[src/rtl/conversor_bcd_sequencial.sv]
// Signed binary to 4-digit BCD converter (double dabble, shift-and-add-3).
// Feeds the seven-segment display stage with sign, digit codes, the blank
// code (4'hA) for suppressed leading zeros and dashes (4'hF) on overflow.
// Fixed latency: start accepted at edge N, pronto pulses at edge N+16.
module conversor_bcd_sequencial #(
  parameter int LARGURA_ENTRADA = 32,
  parameter bit SUPRIMIR_ZEROS  = 1'b1
) (
  input  logic                       clock,
  input  logic                       reset,
  input  logic                       iniciar,
  input  logic [LARGURA_ENTRADA-1:0] entrada,
  output logic                       ocupado,
  output logic                       pronto,
  output logic                       estouro,
  output logic                       sinal,
  output logic [3:0]                 milhar,
  output logic [3:0]                 centena,
  output logic [3:0]                 dezena,
  output logic [3:0]                 unidade
);

  localparam logic [3:0] COD_BRANCO = 4'b1010;
  localparam logic [3:0] COD_TRACO  = 4'b1111;
  localparam logic [3:0] ULTIMO_PASSO = 4'd13;

  typedef enum logic [1:0] {
    OCIOSO,
    PREPARA,
    CONVERTE,
    FORMATA
  } estado_t;

  estado_t estado_q, estado_d;

  logic [LARGURA_ENTRADA-1:0] entrada_q, entrada_d;
  logic [15:0]                bcd_q, bcd_d;
  logic [13:0]                bin_q, bin_d;
  logic [3:0]                 cont_q, cont_d;
  logic                       neg_q, neg_d;
  logic                       ovf_q, ovf_d;
  logic                       pronto_q, pronto_d;
  logic                       estouro_q, estouro_d;
  logic                       sinal_q, sinal_d;
  logic [3:0]                 milhar_q, milhar_d;
  logic [3:0]                 centena_q, centena_d;
  logic [3:0]                 dezena_q, dezena_d;
  logic [3:0]                 unidade_q, unidade_d;

  // One extra bit so that the most negative input has a representable magnitude.
  logic [LARGURA_ENTRADA:0] estendido;
  logic [LARGURA_ENTRADA:0] magnitude;

  // Add-3 correction of the BCD nibbles before the shift; the top nibble
  // keeps only the three bits that survive the shift.
  logic [11:0] bcd_baixo_aj;
  logic [2:0]  bcd_topo_aj;

  assign estendido = {entrada_q[LARGURA_ENTRADA-1], entrada_q};
  assign magnitude = estendido[LARGURA_ENTRADA]
                   ? (~estendido + (LARGURA_ENTRADA+1)'(1))
                   : estendido;

  // State register.
  always_ff @(posedge clock) begin
    if (reset) estado_q <= OCIOSO;
    else       estado_q <= estado_d;
  end

  // Next-state logic: prepare, 14 conversion steps, format, back to idle.
  always_comb begin
    estado_d = estado_q;
    case (estado_q)
      OCIOSO:   if (iniciar) estado_d = PREPARA;
      PREPARA:  estado_d = CONVERTE;
      CONVERTE: if (cont_q == ULTIMO_PASSO) estado_d = FORMATA;
      FORMATA:  estado_d = OCIOSO;
      default:  estado_d = OCIOSO;
    endcase
  end

  // Add-3 step applied to every nibble >= 5.
  always_comb begin
    bcd_baixo_aj = bcd_q[11:0];
    for (int unsigned i = 0; i < 3; i++) begin
      if (bcd_q[4*i +: 4] >= 4'd5)
        bcd_baixo_aj[4*i +: 4] = bcd_q[4*i +: 4] + 4'd3;
    end
    if (bcd_q[15:12] >= 4'd5) bcd_topo_aj = 3'(bcd_q[15:12] + 4'd3);
    else                      bcd_topo_aj = bcd_q[14:12];
  end

  // Datapath next values per state.
  always_comb begin
    entrada_d = entrada_q;
    bcd_d     = bcd_q;
    bin_d     = bin_q;
    cont_d    = cont_q;
    neg_d     = neg_q;
    ovf_d     = ovf_q;
    pronto_d  = 1'b0;
    estouro_d = estouro_q;
    sinal_d   = sinal_q;
    milhar_d  = milhar_q;
    centena_d = centena_q;
    dezena_d  = dezena_q;
    unidade_d = unidade_q;
    case (estado_q)
      OCIOSO: begin
        if (iniciar) entrada_d = entrada;
      end
      PREPARA: begin
        neg_d  = entrada_q[LARGURA_ENTRADA-1] && (magnitude != '0);
        ovf_d  = magnitude > (LARGURA_ENTRADA+1)'(9999);
        bin_d  = magnitude[13:0];
        bcd_d  = '0;
        cont_d = '0;
      end
      CONVERTE: begin
        bcd_d  = {bcd_topo_aj, bcd_baixo_aj, bin_q[13]};
        bin_d  = {bin_q[12:0], 1'b0};
        cont_d = cont_q + 4'd1;
      end
      FORMATA: begin
        pronto_d = 1'b1;
        if (ovf_q) begin
          estouro_d = 1'b1;
          sinal_d   = 1'b0;
          milhar_d  = COD_TRACO;
          centena_d = COD_TRACO;
          dezena_d  = COD_TRACO;
          unidade_d = COD_TRACO;
        end else begin
          estouro_d = 1'b0;
          sinal_d   = neg_q;
          milhar_d  = bcd_q[15:12];
          centena_d = bcd_q[11:8];
          dezena_d  = bcd_q[7:4];
          unidade_d = bcd_q[3:0];
          if (SUPRIMIR_ZEROS) begin
            if (bcd_q[15:12] == 4'd0) milhar_d = COD_BRANCO;
            if (bcd_q[15:8] == 8'd0)  centena_d = COD_BRANCO;
            if (bcd_q[15:4] == 12'd0) dezena_d = COD_BRANCO;
          end
        end
      end
      default: ;
    endcase
  end

  // Datapath and output registers.
  always_ff @(posedge clock) begin
    if (reset) begin
      entrada_q <= '0;
      bcd_q     <= '0;
      bin_q     <= '0;
      cont_q    <= '0;
      neg_q     <= 1'b0;
      ovf_q     <= 1'b0;
      pronto_q  <= 1'b0;
      estouro_q <= 1'b0;
      sinal_q   <= 1'b0;
      milhar_q  <= '0;
      centena_q <= '0;
      dezena_q  <= '0;
      unidade_q <= '0;
    end else begin
      entrada_q <= entrada_d;
      bcd_q     <= bcd_d;
      bin_q     <= bin_d;
      cont_q    <= cont_d;
      neg_q     <= neg_d;
      ovf_q     <= ovf_d;
      pronto_q  <= pronto_d;
      estouro_q <= estouro_d;
      sinal_q   <= sinal_d;
      milhar_q  <= milhar_d;
      centena_q <= centena_d;
      dezena_q  <= dezena_d;
      unidade_q <= unidade_d;
    end
  end

  assign ocupado = (estado_q != OCIOSO);
  assign pronto  = pronto_q;
  assign estouro = estouro_q;
  assign sinal   = sinal_q;
  assign milhar  = milhar_q;
  assign centena = centena_q;
  assign dezena  = dezena_q;
  assign unidade = unidade_q;

endmodule

[config.mk]
export PLATFORM = sky130hd
export DESIGN_NAME = conversor_bcd_sequencial
export DESIGN_NICKNAME = d
export VERILOG_FILES = /design/src/rtl/conversor_bcd_sequencial.sv
export SDC_FILE = /design/constraint.sdc
export NUM_CORES = 1
export LEC_CHECK = 0
export BUFFER_PORTS_ARGS = -buffer_cell sky130_fd_sc_hd__buf_2
export CAP_MARGIN = 10
export CORE_MARGIN = 1
export CORE_UTILIZATION = 55
export DETAILED_ROUTE_END_ITERATION = 6
export GPL_TIMING_DRIVEN = 0
export PLACE_DENSITY = 0.83
export REMOVE_ABC_BUFFERS = 1
export SETUP_SLACK_MARGIN = 0.4
export SLEW_MARGIN = 25
export SYNTH_ARGS = -nofsm -noshare
export SYNTH_HDL_FRONTEND = slang
export SYNTH_SLANG_ARGS = --single-unit
[constraint.sdc]
create_clock -name clock -period 7.1 [get_ports clock]
set_clock_uncertainty 0.05 [all_clocks]
set_input_delay 1.775 -clock clock [delete_from_list [all_inputs] [get_ports clock]]
set_output_delay 1.775 -clock clock [all_outputs]
set_load 0.05 [all_outputs]
==> impl_metrics.env <==
export IMPL_insertion_delay_ns=0.36
export IMPL_areaGrowthSynthToFinish_pct=10.3
export IMPL_post_cts_buffers=0
export IMPL_numClockSinks=89
export IMPL_worstSetupEndpoint="ovf_q"
export IMPL_route_detailed_drc=0
export IMPL_rrSetupSlack_ns=3.85
export IMPL_hold_class="reg2reg"
export IMPL_path_buf_inv=0
export IMPL_io_pins=55
export IMPL_cap_violations=0
export IMPL_status="finished clean"
export IMPL_critPathArrivalTime_ns=3.43
export IMPL_dieArea_sq_um=9060
export IMPL_setup_slack_ns=3.85
export IMPL_r2r_start="entrada_q[6]"
export IMPL_async_reset_ff_share_pct=0
export IMPL_routed_wl_mm=10.2
export IMPL_cp_common_cell="a311oi_1"
export IMPL_cp_depth=7
export IMPL_grt_setup_unrepaired="false"
export IMPL_final_setup_tns_ns=0
export IMPL_path_clk_slew_ns=0.10
export IMPL_vias=4343
export IMPL_critPathTopFamily="simple AND/OR/NAND/NOR gates"
export IMPL_dp_hpwl_mm=6.93
export IMPL_drive_gt1_share_pct=14.1
export IMPL_cts_tree="built"
export IMPL_synth_edff_count=0
export IMPL_yosys_warnings=0
export IMPL_synth_area_leaders="dfxtp_1, nand2_1, nor2_1, a21oi_1, ha_1"
export IMPL_core_sq_um=8300
export IMPL_grt_pass1_wl_mm=16.8
export IMPL_ys_seq_area_share_pct=37.3
export IMPL_start_util_pct=57.5
export IMPL_end_kind="flip-flop"
export IMPL_fp_dieW_um=95.2
export IMPL_synth_seq_cells=89
export IMPL_hold_buffers=0
export IMPL_finalCritPeriodShare_pct=45.8
export IMPL_finalSetupViolations=0
export IMPL_slowest_delay_ns=0.84
export IMPL_clockRootBuffer="clkbuf_8"
export IMPL_synth_area_leader_cell="dfxtp_1"
export IMPL_tightest_slew_ns=0.997
export IMPL_ant_nets=0
export IMPL_drt_pass1_iterations=5
export IMPL_peakVddDrop_uv=167
export IMPL_yosysTopAreaCellShare_pct=37.3
export IMPL_reg2reg_depth=7
export IMPL_diodes=0
export IMPL_relSlewSlack_pct=33.0
export IMPL_avgSynthCellArea_sq_um=7.70
export IMPL_startpoint="entrada_q[6]"
export IMPL_final_max_slew_viol_count=0
export IMPL_fin_nets=701
export IMPL_leakage_uw=0.00202
export IMPL_dp_slack_ns=3.50
export IMPL_finalHoldViolations=0
export IMPL_cts_htree_levels=3
export IMPL_start_kind="flip-flop"
export IMPL_wl_per_cell_um=13.5
export IMPL_globalplace_congestion=0.866
export IMPL_overflow=0
export IMPL_path_class="reg2reg"
export IMPL_grt_max_degree=69
export IMPL_syn_inst=620
export IMPL_portBuffers=54
export IMPL_rows=33
export IMPL_antenna_found_initial=0
export IMPL_worst_path_max_fanout=12
export IMPL_cts_repair_resized=0
export IMPL_finalCriticalPeriod_ns=3.25
export IMPL_worst_ep_required_time_ns=7.28
export IMPL_grt_usage_pct=23.0
export IMPL_cp_slowest_cell="nor4_2"
export IMPL_rr_endpoint="ovf_q"
export IMPL_viasPerCell=5.73
export IMPL_grt_pass1_vias=3769
export IMPL_synth_area_sq_um=4780
export IMPL_p_per_area_nw_per_um2=354
export IMPL_max_freq_ghz=0.308
export IMPL_crit_chain="or4_4, nor4_2, a21oi_1, a311oi_1, nand4_1, nor4b_2, a311oi_1"
export IMPL_numCtsBuffers=9
export IMPL_die_y_um=95.2
export IMPL_ys_types=63
export IMPL_ys_flop_type="dfxtp_1"
export IMPL_drt_iter0_drc=221
export IMPL_cts_buffer_depth=2
[cells by family (layout without fill, tap and decap cells)]
kind of cell / Yosys count / count (layout) / synth area share, %
simple gates: 274 / 274 / 26.8
fa+ha+maj: 18 / 18 / 4.72
compound gates: 148 / 148 / 19.4
buf+inv: 55 / 88 / 4.61
mux: 18 / 18 / 3.82
flops: 89 / 89 / 37.3
xor+xnor: 18 / 18 / 3.30
[power breakdown]
group | internal (uW) | switching [uW]
Combinational | 289 | 531
Sequential | 580 | 97.2
Clock | 169 | 198
Total | 1040 | 826
[worst reg2reg max path: stages, from the launching register on]
cell and delay (ns):
dfxtp_1 0.41, or4_4 0.61, nor4_2 0.84, a21oi_1 0.17, a311oi_1 0.34, nand4_1 0.17
nor4b_2 0.41, a311oi_1 0.14
[synthesized netlist by cell type, types with 4 or more instances]
cell      instances
nor2_1           85
nand2b_1         11
nand3_1           9
or4_1             5
a21oi_1          62
nand2_1         108
ha_1             18
inv_1            15
xnor2_1           7
nor2b_1           9
o211ai_1          5
clkbuf_1         30
a22oi_1           9
nor3_1           16
mux2i_1          16
or3_1             5
xor2_1           11
a32oi_1           5
o31ai_1          11
nor4_1            5
dfxtp_1          89
a211oi_1         10
buf_1             4
o21ai_0          22
[worst min-delay path by stage]
stage	start	endpoint	slack, ns	cells after the start
6_report	bin_q[0]	bin_q[0]	0.42	2
5_1_grt	bin_q[0]	bin_q[0]	0.45	2
4_1_cts	bin_q[0]	bin_q[0]	0.43	2
3_5_place_dp	dezena[0]	dezena[0]	0.41	2
3_3_place_gp	bin_q[0]	bin_q[0]	0.40	2
2_1_floorplan	bin_q[0]	bin_q[0]	0.39	2
[flip-flops by register name, summed over array words and instances (netlist names)]
signal / count
bcd_q: 16
bin_q: 14
centena: 4
cont_q: 4
dezena: 4
entrada_q: 32
estado_q: 2
estouro: 1
milhar: 4
neg_q: 1
ovf_q: 1
pronto: 1
sinal: 1
unidade: 4
[final cells by class]
| class | instances | area [sq um] |
|---|---|---|
| clock buffers | 9 | 124 |
| fillers | 729 | 3030 |
| clock inverters | 7 | 81.3 |
| inverters | 17 | 63.8 |
| multi-input cells | 476 | 2780 |
| repair buffers | 55 | 300 |
| well taps | 105 | 131 |
| flip-flops and latches | 89 | 1780 |
[metal layers]
metal | vias to the layer above | share of wire [%] | wire, um | track usage [%]
met5 | - | 0 | 0 | 0
met4 | 0 | 1.5 | 154 | 7.20
met3 | 18 | 3.8 | 392 | 3.43
met2 | 108 | 49 | 5020 | 41.2
met1 | 2000 | 45 | 4630 | 28.1
li1 | 2217 | - | - | -
[layout by cell type, fill, tap and decap left out, types with 10 or more instances in the layout]
| master | count |
|---|---|
| o31ai_1 | 11 |
| xor2_1 | 11 |
| nor3_1 | 16 |
| inv_1 | 15 |
| nand2_1 | 107 |
| mux2i_1 | 16 |
| o21ai_0 | 22 |
| ha_1 | 16 |
| nor2_1 | 85 |
| a21oi_1 | 62 |
| nand2b_1 | 11 |
| a211oi_1 | 10 |
| dfxtp_1 | 88 |
| buf_2 | 53 |
[stage by stage]
step / instances / instance area (sq um) / util (%) / power (uW) / hold WS, ns
floorplan: 582 / 4620 / - / 1300 / 0.385
global placement: 741 / 5020 / 60.5 / 1460 / 0.403
detailed placement: 742 / 5050 / 60.9 / 1500 / 0.414
CTS: 758 / 5260 / 63.3 / 1860 / 0.427
global route: 758 / 5270 / 63.5 / 1990 / 0.450
finish: 758 / 5270 / 63.5 / 1860 / 0.423
Power figures use the tool's default switching activity.
